<file path="src/rtl/mem_pkg.sv">
// ---------------------------------------------------------------------------
// mem_pkg -- definitions shared by the byte-enable dual-port RAM block.
//
// Contents:
//   state_e     : state of the power-up / reset clear sweep (CLEAR, READY)
//   lane_count  : number of byte-enable lanes in a word (DATA_WIDTH/BYTE_WIDTH)
//   DEF_*       : default geometry of the RAM
// ---------------------------------------------------------------------------
package mem_pkg;

   // CLEAR: memory is being zeroed, one word per cycle; all requests ignored.
   // READY: normal read/write service.
   typedef enum logic {
      CLEAR = 1'b0,
      READY = 1'b1
   } state_e;

   localparam int DEF_DATA_WIDTH = 32;
   localparam int DEF_DEPTH      = 32;
   localparam int DEF_BYTE_WIDTH = 8;

   // Lane count for a given geometry; usable in constant expressions.
   function automatic int lane_count(input int data_width, input int byte_width);
      return data_width / byte_width;
   endfunction

   localparam int DEF_LANES = lane_count(DEF_DATA_WIDTH, DEF_BYTE_WIDTH);

endpackage : mem_pkg

</file>
<file path="src/rtl/ram_dp_be_if.sv">
// ---------------------------------------------------------------------------
// ram_dp_be_if -- request/response bundle of the byte-enable RAM.
//
// Signals:
//   wr_en, wr_addr, wr_data, wr_be : write request (wr_be bit i -> lane i)
//   rd_en, rd_addr                 : read request
//   rd_data, rd_valid              : registered read response (latency 1)
//   busy                           : high while the clear sweep runs
// Modports:
//   master : the requester (drives requests, observes response and busy)
//   slave  : the RAM (receives requests, drives response and busy)
// ---------------------------------------------------------------------------
interface ram_dp_be_if
   import mem_pkg::*;
#(
   parameter int DATA_WIDTH = DEF_DATA_WIDTH,
   parameter int DEPTH      = DEF_DEPTH,
   parameter int BYTE_WIDTH = DEF_BYTE_WIDTH
);

   localparam int ADDR_W = $clog2(DEPTH);
   localparam int LANES  = lane_count(DATA_WIDTH, BYTE_WIDTH);

   logic                  wr_en;
   logic [ADDR_W-1:0]     wr_addr;
   logic [DATA_WIDTH-1:0] wr_data;
   logic [LANES-1:0]      wr_be;
   logic                  rd_en;
   logic [ADDR_W-1:0]     rd_addr;
   logic [DATA_WIDTH-1:0] rd_data;
   logic                  rd_valid;
   logic                  busy;

   modport master (
      output wr_en, wr_addr, wr_data, wr_be, rd_en, rd_addr,
      input  rd_data, rd_valid, busy
   );

   modport slave (
      input  wr_en, wr_addr, wr_data, wr_be, rd_en, rd_addr,
      output rd_data, rd_valid, busy
   );

endinterface : ram_dp_be_if

</file>
<file path="src/rtl/ram_clear_seq.sv">
// ---------------------------------------------------------------------------
// ram_clear_seq -- clear-sweep sequencer for ram_dp_be.
//
// After every reset the sequencer walks clr_addr from 0 to DEPTH-1, asking
// the RAM to zero one word per cycle, then moves to READY. busy is high for
// exactly DEPTH cycles after reset is released.
//
// Ports:
//   clk      : clock, rising edge
//   rst      : synchronous active-high reset (restarts the sweep at 0)
//   busy     : sweep in progress; RAM ignores requests while high
//   clr_we   : zero the word at clr_addr on this edge
//   clr_addr : word being zeroed
// ---------------------------------------------------------------------------
module ram_clear_seq
   import mem_pkg::*;
#(
   parameter  int DEPTH  = DEF_DEPTH,
   localparam int ADDR_W = $clog2(DEPTH)
) (
   input  logic              clk,
   input  logic              rst,
   output logic              busy,
   output logic              clr_we,
   output logic [ADDR_W-1:0] clr_addr
);

   localparam logic [ADDR_W-1:0] LAST_ADDR = ADDR_W'(DEPTH - 1);

   state_e            state;
   logic [ADDR_W-1:0] clr_cnt;

   // NOTE: sequential state uses non-blocking assignments only, so every
   // register samples the values that existed before the edge.
   always_ff @(posedge clk) begin
      if (rst) begin
         state   <= CLEAR;
         clr_cnt <= '0;
         busy    <= 1'b1;
      end else begin
         case (state)
            CLEAR: begin
               // Leave only once the last word has been zeroed on this edge.
               if (clr_cnt == LAST_ADDR) begin
                  state   <= READY;
                  busy    <= 1'b0;
                  clr_cnt <= '0;
               end else begin
                  clr_cnt <= clr_cnt + ADDR_W'(1);
               end
            end
            READY: begin
               busy <= 1'b0;
            end
            default: begin
               state   <= CLEAR;
               clr_cnt <= '0;
               busy    <= 1'b1;
            end
         endcase
      end
   end

   // busy is high exactly while in CLEAR, so it doubles as the zeroing strobe.
   assign clr_we   = busy;
   assign clr_addr = clr_cnt;

endmodule : ram_clear_seq

</file>
<file path="src/rtl/ram_dp_be.sv">
// ---------------------------------------------------------------------------
// ram_dp_be -- simple dual-port RAM with per-lane byte enables.
//
// One write port and one read port sharing clk. Reads have latency 1 and
// produce a one-cycle rd_valid pulse; rd_data holds between reads. After
// reset the array is zeroed by ram_clear_seq; requests are ignored while
// busy. Out-of-range writes are dropped, out-of-range reads return 0.
//
// Configuration macro:
//   RAM_BYPASS_EN : when defined, a read at the address being written in
//                   the same cycle returns the merged new word; otherwise
//                   it returns the old word.
//
// Ports:
//   clk : clock, rising edge
//   rst : synchronous active-high reset
//   bus : ram_dp_be_if.slave (wr_*, rd_*, rd_data, rd_valid, busy)
// ---------------------------------------------------------------------------
module ram_dp_be
   import mem_pkg::*;
#(
   parameter int DATA_WIDTH = DEF_DATA_WIDTH,
   parameter int DEPTH      = DEF_DEPTH,
   parameter int BYTE_WIDTH = DEF_BYTE_WIDTH
) (
   input  logic        clk,
   input  logic        rst,
   ram_dp_be_if.slave  bus
);

   localparam int ADDR_W = $clog2(DEPTH);
   localparam int LANES  = lane_count(DATA_WIDTH, BYTE_WIDTH);
   // One extra bit so DEPTH itself is representable in the range compare.
   localparam logic [ADDR_W:0] DEPTH_EXT = DEPTH[ADDR_W:0];

   logic                  busy;
   logic                  clr_we;
   logic [ADDR_W-1:0]     clr_addr;
   logic                  wr_in_range;
   logic                  rd_in_range;
   logic                  wr_fire;
   logic                  rd_fire;
   logic [DATA_WIDTH-1:0] rd_word;

   // NOTE: the storage array has no reset; it is cleared by the sweep, which
   // keeps it mappable onto block RAM.
   logic [DATA_WIDTH-1:0] mem [DEPTH];

   ram_clear_seq #(
      .DEPTH (DEPTH)
   ) u_clear_seq (
      .clk      (clk),
      .rst      (rst),
      .busy     (busy),
      .clr_we   (clr_we),
      .clr_addr (clr_addr)
   );

   assign bus.busy    = busy;
   assign wr_in_range = ({1'b0, bus.wr_addr} < DEPTH_EXT);
   assign rd_in_range = ({1'b0, bus.rd_addr} < DEPTH_EXT);
   assign wr_fire     = !rst && !busy && bus.wr_en && wr_in_range;
   assign rd_fire     = !rst && !busy && bus.rd_en;

   // Storage: sweep zeroing has priority; user writes only touch enabled lanes.
   always_ff @(posedge clk) begin
      if (clr_we) begin
         mem[clr_addr] <= '0;
      end else if (wr_fire) begin
         for (int i = 0; i < LANES; i++) begin
            if (bus.wr_be[i]) begin
               mem[bus.wr_addr][i*BYTE_WIDTH +: BYTE_WIDTH] <=
                  bus.wr_data[i*BYTE_WIDTH +: BYTE_WIDTH];
            end
         end
      end
   end

   // Word presented to the read register this cycle.
   // NOTE: every signal driven here gets a default first, so no latch forms.
   always_comb begin
      rd_word = '0;
      if (rd_in_range) begin
         rd_word = mem[bus.rd_addr];
`ifdef RAM_BYPASS_EN
         // Forward the lanes being written so the read sees the new word.
         if (wr_fire && (bus.wr_addr == bus.rd_addr)) begin
            for (int i = 0; i < LANES; i++) begin
               if (bus.wr_be[i]) begin
                  rd_word[i*BYTE_WIDTH +: BYTE_WIDTH] =
                     bus.wr_data[i*BYTE_WIDTH +: BYTE_WIDTH];
               end
            end
         end
`endif
      end
   end

   // Read register: rd_data holds between reads, rd_valid pulses per read.
   always_ff @(posedge clk) begin
      if (rst) begin
         bus.rd_data  <= '0;
         bus.rd_valid <= 1'b0;
      end else if (rd_fire) begin
         bus.rd_data  <= rd_word;
         bus.rd_valid <= 1'b1;
      end else begin
         bus.rd_valid <= 1'b0;
      end
   end

endmodule : ram_dp_be

</file>
<file path="src/flat_wrapper.sv">
// flat-port wrapper written by rule: the top's interface ports become plain ports
module ram_dp_be_flat import mem_pkg::*;
#(
   parameter int DATA_WIDTH = DEF_DATA_WIDTH,
   parameter int DEPTH      = DEF_DEPTH,
   parameter int BYTE_WIDTH = DEF_BYTE_WIDTH
)
  (clk, rst, bus_wr_en, bus_wr_addr, bus_wr_data, bus_wr_be, bus_rd_en, bus_rd_addr, bus_rd_data, bus_rd_valid, bus_busy);
  ram_dp_be_if #(.DATA_WIDTH(DATA_WIDTH), .DEPTH(DEPTH), .BYTE_WIDTH(BYTE_WIDTH)) bus_i ();
  input  logic clk;
  input  logic rst;
  input wire logic [$bits(bus_i.wr_en)-1:0] bus_wr_en;
  input wire logic [$bits(bus_i.wr_addr)-1:0] bus_wr_addr;
  input wire logic [$bits(bus_i.wr_data)-1:0] bus_wr_data;
  input wire logic [$bits(bus_i.wr_be)-1:0] bus_wr_be;
  input wire logic [$bits(bus_i.rd_en)-1:0] bus_rd_en;
  input wire logic [$bits(bus_i.rd_addr)-1:0] bus_rd_addr;
  output wire logic [$bits(bus_i.rd_data)-1:0] bus_rd_data;
  output wire logic [$bits(bus_i.rd_valid)-1:0] bus_rd_valid;
  output wire logic [$bits(bus_i.busy)-1:0] bus_busy;
  assign bus_i.wr_en = bus_wr_en;
  assign bus_i.wr_addr = bus_wr_addr;
  assign bus_i.wr_data = bus_wr_data;
  assign bus_i.wr_be = bus_wr_be;
  assign bus_i.rd_en = bus_rd_en;
  assign bus_i.rd_addr = bus_rd_addr;
  assign bus_rd_data = bus_i.rd_data;
  assign bus_rd_valid = bus_i.rd_valid;
  assign bus_busy = bus_i.busy;
  ram_dp_be #(.DATA_WIDTH(DATA_WIDTH), .DEPTH(DEPTH), .BYTE_WIDTH(BYTE_WIDTH)) u_core (.clk(clk), .rst(rst), .bus(bus_i));
endmodule
</file>
<file path="config.mk">
export PLATFORM = sky130hd
export DESIGN_NAME = ram_dp_be_flat
export DESIGN_NICKNAME = d
export VERILOG_FILES = /design/src/rtl/mem_pkg.sv /design/src/rtl/ram_dp_be_if.sv /design/src/rtl/ram_clear_seq.sv /design/src/rtl/ram_dp_be.sv /design/src/flat_wrapper.sv
export SDC_FILE = /design/constraint.sdc
export NUM_CORES = 1
export LEC_CHECK = 0
export ABC_AREA = 1
export CORE_AREA = 3 3 281 283
export CTS_CLUSTER_DIAMETER = 200
export CTS_CLUSTER_SIZE = 25
export DETAILED_ROUTE_END_ITERATION = 10
export DIE_AREA = 0 0 284 286
export PLACE_DENSITY = 0.74
export SLEW_MARGIN = 5
export SYNTH_ARGS = -nofsm -noshare
export SYNTH_HDL_FRONTEND = slang
export SYNTH_SLANG_ARGS = --single-unit
</file>
<file path="constraint.sdc">
create_clock -name clk -period 3.4 [get_ports clk]
set_input_delay 0.68 -clock clk [delete_from_list [all_inputs] [get_ports clk]]
set_output_delay 0.68 -clock clk [all_outputs]
set_load 0.1 [all_outputs]
</file>
Word level (Yosys, flattened, before mapping). Memories as Yosys holds them, arrays and structs flattened. A register that Yosys moved wholly into a read port is not among the register bits. Cells that the tools add are included. Widths: inputs -> output; s select.

Register bits: 8. RAM bits: 1024. Input bits: 50. Output and inout port bits: 34. Logic and storage cells: 42. Memories: 1.

Memory list: u_core.mem (words 32, bits a word 32, read ports 1, clocked after Yosys merged registers in 1, wr ports 1, line ram_dp_be.sv:47) `logic [DATA_WIDTH-1:0] mem [DEPTH];`.

Add/subtract/negate cells: 1. Equality and inequality tests: 2. Mux-type cells: 27. Bitwise gates (word level): 1. Reductions and logical operators: 6.

Operators with widths (count): $mux 32 (1); $reduce_or 32->1 (1); $mux 1 (22); $mux 5 (2); $add 5x1->5 const B (1); $eq 5x5->1 const B (1); $mux 4 (1); $logic_and 1x1->1 (3); $logic_not 1->1 (2); $ne 2x2->1 const B (1); $pmux 1 s2 (1); $not 1->1 (1).

Depth between registers and ports, before layout. Gate-level depths: netlist (run 1).

Depth in word-level cells: 8. Gate-level depth with buffers: 12. Mapped depth without buffers: 9.

Hierarchy. From an unflattened synthesis (run 1), not the netlist that was laid out.

Cells, all modules: 3844. Area, all modules: 44137.3 µm².

By module, submodules not included: ram_dp_be (instances 1, cells an instance 3803, area an instance 43834.5 µm², sequential area each 31410.1 µm²); ram_clear_seq (instances 1, cells an instance 41, area an instance 302.8 µm², sequential area each 140.1 µm²).

Worst setup path before layout (run 1). Ideal clock, no wire load.

Path kind: flip-flop to flip-flop. From: register u_core.u_clear_seq.busy. To: memory u_core.mem[31][10] in the netlist's numbering, enable pin. Setup time: 0.383 ns. Arrival: 2.537 ns. Required time: 3.017 ns. Setup slack: 0.479 ns. Stages on the path, launching flop included: 10. Path buffers: 1. Period minus slack after synthesis: 2.921 ns. Cells stage by stage: dfxtp_1 > inv_2 > nand2_4 > nor2_8 > o21ai_4 > buf_6 > nand3_1 > nand2_4 > nand3_4 > nor3_1.

Longest elaborated chain between the ends: 8. Elaborated cells between the ends (all ways): 20. Classes of those cells: 16 x mux; 4 x reduce/logical.

Ends and longest elaborated chain: start: declaration (line ram_clear_seq.sv:23) `output logic busy,`; start signal: assignment (line ram_clear_seq.sv:39) `busy <= 1'b1;`; start signal: assignment (line ram_clear_seq.sv:46) `busy <= 1'b0;`; start signal: assignment (line ram_clear_seq.sv:53) `busy <= 1'b0;`; $logic_not 1->1 (line ram_dp_be.sv:62) `assign wr_fire = !rst && !busy && bus.wr_en && wr_in_range;`; $logic_and 1x1->1 (2 in a row) (line ram_dp_be.sv:62); $mux 1 (line ram_dp_be.sv:69) `end else if (wr_fire) begin`; $mux 1 (line ram_dp_be.sv:67) `if (clr_we) begin`; $mux 1 (not written as such) (line ram_dp_be.sv:72) `mem[bus.wr_addr][i*BYTE_WIDTH +: BYTE_WIDTH] <=`; $reduce_or 32->1 (no source line); $mux 5 (no source line) / $mux 4 (equally long branches); end: declaration (line ram_dp_be.sv:47).

Parallel ways exist; a longest one is shown, timed or not.

Worst setup path after layout (run 1).
From: input rst. To: memory u_core.mem[13][26] in the netlist's numbering, enable pin.

Longest elaborated chain between the ends: 8. Elaborated cells between the ends (all ways): 18. Classes of those cells: 14 x mux; 4 x reduce/logical.

Ends and longest elaborated chain: start: declaration (line flat_wrapper.sv:11) `input logic rst;`; $logic_not 1->1 (*) (line ram_dp_be.sv:62); $logic_and 1x1->1 (*) (2 in a row) (line ram_dp_be.sv:62); $mux 1 (line ram_dp_be.sv:69); $mux 1 (line ram_dp_be.sv:67); $mux 1 (not written as such) (line ram_dp_be.sv:72); $reduce_or 32->1 (no source line); $mux 5 (no source line) / $mux 4 (equally long branches).

Every way passes the cells marked *; elsewhere a longest branch is shown, timed or not.

==> impl_metrics.yaml, run 1 <==
clocking:
  clk_latency_ns: 0.65
  cts_setup_buffers: 0
  clockRootBuffer: "clkbuf_16"
  ctsHoldBuffers: 0
  tritoncts: "done"
  numCtsBuffers: 48
  cts_max_level: 2
  cts_max_path_buffers: 3
  clk_pin_slew_ns: 0.09
  cts_sinks: 1064
  cts_resized: 0
floorplan:
  initial_core_util_pct: 57.6
  die_area_sq_mm: 0.0812
  core_area_sq_mm: 0.0770
  die_x_microns: 284
  die_h_microns: 286
  rows: 102
  io_pins: 84
grt:
  use_met2_pct: 43.8
  overflow: 0
  grt_max_degree: 137
  busiest_layer: "met2"
  use_met3_pct: 3.14
  grtUsageTotal_pct: 26.2
  grt_pass1_vias: 27800
  antenna_found_initial: 1
  use_met1_pct: 36.5
  grt_first_pass_wirelength_microns: 163000
sta:
  clock.fmax_mhz: 365
  worst_clock_skew_ns: 0.0281
  worstMarginPinSlew_ns: 0.940
  max-slew-margin-rel_pct: 37.3
  hold_viol: 0
  grt_setup_unrepaired: "no"
  period_needed_ns: 2.74
  setup_ws_ns: 0.659
  min_period_over_period_pct: 80.6
  tns_ns: 0
  drv_slew: 0
  setup_viol_count_final: 0
synth:
  synth.distinct_cells: 25
  avgSynthCellArea_sq_um: 11.6
  syn-cell-area_sq_mm: 0.0443
  seq_area_frac_synth_pct: 71.2
  synthesis.nets: 3878
  synth_warnings: 0
  synthCells: 3826
  ys_ff_latch: 1064
placement:
  place_area_sq_mm: 0.0472
  port_buffers: 83
  place_congestion: 0.884
  place_hpwl_microns: 63600
  dp_worst_setup_slack_ns: 0.0131
power:
  leakage_uw: 0.0185
  peakVddDrop_uv: 384
  powerDensity_mw_per_mm2: 461
critical_path:
  required_ns: 3.66
  critPathCaptureType: "flop"
  cp_max_fo: 11
  cp.arrival_ns: 3.00
  cp-start-kind: "input port"
  crit_type: "input port to flop"
detailed_routing:
  drc: 0
  drtPass1Iterations: 6
  vias: 29100
  totalWireLength_microns: 108000
  wl_per_cell_microns: 21.6
  drt_iter0_markers: 3414
  antenna_left: 0
  viasPerCell: 5.84
finish:
  utilization_pct: 63.1
  nets: 3954
  final_cell_area_sq_mm: 0.0486
  layout-drive-gt1-share_pct: 12.5
  n_antenna_cell: 0
  area_growth_pct: 9.70
status:
  status: "finished clean"
min_path:
  hold_path.class: "flop to flop"
job:
  cap_violations: 0
sequential cells by signal (all words and copies together) (netlist names):
name / count
u_core.mem: 1024
u_core.u_clear_seq.busy: 1
u_core.u_clear_seq.clr_addr: 5
u_core.bus.rd_data: 32
u_core.u_clear_seq.state: 1
u_core.bus.rd_valid: 1
metal layers:
metal / up-vias / wire length [microns]
met5: - / 0
met4: 0 / 3500
met3: 207 / 9110
met2: 1437 / 52000
met1: 14000 / 43100
li1: 13500 / -
cells by family after synthesis:
family	count (synthesis)	synth area share (%)
DFF	1064	71.2
adders and majority gates	2	0.0565
AOI/OAI and AO/OA	11	0.181
buffers and inverters	319	3.17
and+or+nand+nor	2430	25.4
worst paths after layout:
kind         cells after the start                                  end                                 start  slack, ns
min reg2reg                      2  u_core.bus.rd_data[24]$_SDFFE_PP0P_   u_core.bus.rd_data[24]$_SDFFE_PP0P_       0.47
max reg2reg                      8         u_core.mem[13][26]$_DFFE_PP_  u_core.u_clear_seq.busy$_SDFFE_PP1P_       0.66
max                             10         u_core.mem[13][26]$_DFFE_PP_                                   rst       0.66
min                              2  u_core.bus.rd_data[24]$_SDFFE_PP0P_   u_core.bus.rd_data[24]$_SDFFE_PP0P_       0.47
area by class of cell:
type                    count  area, sq um
clock buffers              86         1370
well taps                1040         1300
inverters                  53          216
flip-flops and latches   1064        31600
clock inverters             3         33.8
multi-input cells        2443        11500
fillers                  5779        28400
repair buffers            292         2650
cells in the mapped netlist, drive strengths merged:
master,number,share of area [%]
a21oi,5,0.056
clkbuf,114,0.97
nor2,41,0.38
nor3,131,2.9
nand2,1341,12
buf,152,1.8
nor3b,1,0.017
nand3b,2,0.034
dfxtp,40,1.8
inv,53,0.45
edfxtp,1024,69
ha,2,0.056
a211oi,1,0.017
o21ai,5,0.11
nand3,914,11
layout by cell type, fill, tap and decap left out, types with 7 or more instances in the layout:
master	netlist	layout
buf_4	6	217
nand3_4	8	8
nor3_2	123	123
buf_12	0	27
edfxtp_1	1024	1024
nand2_1	1330	1329
clkdlybuf4s50_1	0	44
nor2_2	0	32
dfxtp_1	40	40
clkbuf_16	0	49
nor2_1	40	8
nor3_1	8	8
inv_1	49	45
nand3_1	906	905
nand2_4	7	7
clkbuf_1	114	37
per-stage QoR:
step,cells,total power [uW],hold slack [ns]
5_1_grt,4981,23000,0.493
4_1_cts,4981,22400,0.478
3_5_place_dp,4892,16100,0.463
2_1_floorplan,3826,15500,0.490
6_report,4981,22400,0.475
3_3_place_gp,4892,16000,0.461
where the power goes:
| part | internal, uW | total (uW) | switching (uW) | leakage (uW) |
|---|---|---|---|---|
| registers | 14300 | 14300 | 35.7 | 0.0112 |
| clock network | 2770 | 6600 | 3840 | 0.000663 |
| logic | 442 | 1460 | 1020 | 0.00663 |
| total | 17500 | 22400 | 4890 | 0.0185 |
critical path, stage by stage:
cell             delay, ns
clkdlybuf4s50_1       0.47
inv_2                 0.11
nand2_4               0.07
nor2_8                0.12
o21ai_4               0.12
nand2_2               0.20
nand2_1               0.13
nand2_4               0.14
nand3_4               0.35
nor3_2                0.60
No activity file was read; power rests on OpenSTA's default activity.
==> inputs of run 2 (changes only) <==
--- a/config.mk
+++ b/config.mk
@@ -6,12 +6,12 @@
 export NUM_CORES = 1
 export LEC_CHECK = 0
 export ABC_AREA = 1
-export CORE_AREA = 3 3 281 283
+export CORE_AREA = 3 3 286 288
 export CTS_CLUSTER_DIAMETER = 200
 export CTS_CLUSTER_SIZE = 25
 export DETAILED_ROUTE_END_ITERATION = 10
-export DIE_AREA = 0 0 284 286
-export PLACE_DENSITY = 0.74
+export DIE_AREA = 0 0 289 291
+export PLACE_DENSITY = 0.75
 export SLEW_MARGIN = 5
 export SYNTH_ARGS = -nofsm -noshare
 export SYNTH_HDL_FRONTEND = slang
==> constraint.sdc (replaced) <==
create_clock -name clk -period 2.21 [get_ports clk]
set_input_delay 0.442 -clock clk [delete_from_list [all_inputs] [get_ports clk]]
set_output_delay 0.442 -clock clk [all_outputs]
set_load 0.1 [all_outputs]
==> run 2 against run 1 <==
  * Final cell count is 2.7% higher
  * Sequential share of layout area is 4.2 points lower
  * Die area is 3.5% higher
  * Sequential power is 54% higher
  * Register-to-register slack worse by 0.56 ns
  * Clock skew is 0.0089 ns lower
  * Clock-buffer cell count stayed put
  * Global-route usage is 0.38 points higher
  * Via count is 3.4% higher
  * Wire length is 3.9% higher
  * Final area is 6.9% higher
  * Flip-flop and latch count stayed put
  * Largest cell class unchanged
  * Highest routed layer unchanged
==> impl_metrics.yaml, run 2 (synthesized netlist as in run 1, its figures left out) <==
floorplan:
  rows: 103
  die_area_sq_mm: 0.0841
  die_x_microns: 289
  die_h_microns: 291
  initial_core_util_pct: 56.0
  core_area_sq_mm: 0.0791
  io_pins: 84
sta:
  drv_slew: 0
  setup_viol_count_final: 0
  setup_ws_ns: 0.0978
  worst_clock_skew_ns: 0.0192
  tns_ns: 0
  clock.fmax_mhz: 473
  holdWs_ns: 0.475
  period_needed_ns: 2.11
  grt_setup_unrepaired: "no"
  worstMarginPinSlew_ns: 0.710
  max-slew-margin-rel_pct: 52.7
  hold_viol: 0
  min_period_over_period_pct: 95.6
power:
  combPwrFrac_pct: 7.4
  swShare_pct: 21.8
  powerDensity_mw_per_mm2: 666
  leakage_uw: 0.0196
  intPower_uw: 27100
  p_switching_uw: 7540
  p_total_uw: 34600
  pwr-share-seq_pct: 63.6
  clockPowerShare_pct: 29.0
  peakVddDrop_uv: 589
status:
  status: "finished clean"
grt:
  grt_pass1_vias: 28900
  grt_first_pass_wirelength_microns: 169000
  overflow: 0
  grtUsageTotal_pct: 26.6
  antenna_found_initial: 1
  grt_max_degree: 92
detailed_routing:
  wl_per_cell_microns: 21.9
  viasPerCell: 5.88
  antenna_left: 0
  drt_iter0_markers: 3817
  vias: 30100
  drtPass1Iterations: 6
  totalWireLength_microns: 112000
  drc: 0
placement:
  place_congestion: 0.862
  place_area_sq_mm: 0.0505
  port_buffers: 83
  place_hpwl_microns: 71900
  dp_worst_setup_slack_ns: -0.518
min_path:
  hold_path_depth: 2
  hold_end: "u_core.bus.rd_data[27]$_SDFFE_PP0P_"
  hold_start: "u_core.bus.rd_data[27]$_SDFFE_PP0P_"
  hold_path.class: "flop to flop"
critical_path:
  reg2reg_depth: 11
  cp_max_fo: 13
  cp.arrival_ns: 2.44
  slowest_delay_ns: 0.37
  crit_type: "flop to flop"
  critPathCaptureType: "flop"
  required_ns: 2.54
  critical_path.top_delay_family: "simple AND/OR/NAND/NOR gates"
  critPathLaunch: "u_core.u_clear_seq.busy$_SDFFE_PP1P_"
  rr_startpoint: "u_core.u_clear_seq.busy$_SDFFE_PP1P_"
  slowest_stage: "dfxtp_4"
  reg2reg_slack_ns: 0.1
  r2r-end: "u_core.mem[31][1]$_DFFE_PP_"
  cp-start-kind: "flop"
  cp_cell_sequence: "inv_4, nand2_4, nor2_8, o21ai_4, buf_4, nand3_1, nand2_1, nand2_4, buf_12, nor3_2, buf_4"
  worst-path-buf-inv: 4
finish:
  n_antenna_cell: 0
  final_cell_area_sq_mm: 0.0519
  area_growth_pct: 17.3
  top_register: "u_core.mem"
  layout_commonest_cell: "nand2_1"
  nets: 4079
  mostFrequentLayoutCells: "nand2_1 (1,328), edfxtp_1 (1,024), nand3_1 (905)"
  largest_register_ffs: 1024
  layout-drive-gt1-share_pct: 15.3
clocking:
  cts_setup_buffers: 0
  clk_latency_ns: 0.62
  cts_max_path_buffers: 3
  clockRootBuffer: "clkbuf_16"
  ctsHoldBuffers: 0
  clk_pin_slew_ns: 0.10
  numCtsBuffers: 48
  tritoncts: "done"
  cts_max_level: 2
  cts_sinks: 1064
job:
  cap_violations: 0
[run 2: cell types whose count changed in the layout (fill, tap and decap cells not counted), sizes merged]
cell | previous run | this run
buf | 248 | 373
inv | 55 | 53
[run 2: worst min-delay path: stages (launching register included)]
cell and delay, ns:
dfxtp_1 0.32, nand3_1 0.07, nand2_1 0.05
[run 2: power groups by stage]
stage               Combinational, uW  Sequential (uW)  Clock (uW)
floorplan                        1490            22500           0
global placement                 2480            22500           0
detailed placement               2520            22500           0
CTS                              2530            22000       10100
global route                     2760            22000       10900
finish                           2560            22000       10000
[run 2: what timing repair did]
item / 4_1_cts / 5_1_grt
setup endpoints to repair: 0 / 813
resized for setup: 0 / 4
hold endpoints to repair: 0 / 0
[run 2: metrics by stage]
step	cells	utilization, %
detailed placement	5027	63.9
floorplan	3826	-
global placement	5027	63.9
finish	5114	65.6
CTS	5114	65.6
global route	5114	65.6
[run 2: worst max path at each step]
| stage | end | slack, ns | cells after the start |
|---|---|---|---|
| final | u_core.mem[31][1]$_DFFE_PP_ | 0.1 | 11 |
| after global routing | u_core.mem[31][1]$_DFFE_PP_ | 0.001 | 11 |
| after CTS | u_core.mem[11][19]$_DFFE_PP_ | 0.03 | 11 |
| after detailed placement | u_core.mem[10][19]$_DFFE_PP_ | -0.52 | 12 |
| after global placement | u_core.mem[31][12]$_DFFE_PP_ | -0.48 | 11 |
| after floorplan | u_core.mem[0][10]$_DFFE_PP_ | -0.20 | 9 |
[run 2: final cells by class]
| type | instances | area (sq um) |
|---|---|---|
| Clock buffer | 86 | 1370 |
| Tap cell | 1050 | 1310 |
| Fill cell | 5550 | 27200 |
| Multi-Input combinational cell | 2443 | 12100 |
| Timing Repair Buffer | 417 | 5370 |
| Clock inverter | 1 | 16.3 |
| Inverter | 53 | 219 |
| Sequential cell | 1064 | 31600 |
[run 2: per-layer routing]
metal  routed length (microns)  GRT usage [%]  up-vias
li1                          -              -    13800
met1                     43300           36.9    14400
met2                     53300           42.9     1693
met3                     11400           4.51      244
met4                      3890           9.45        0
met5                         0              0        -
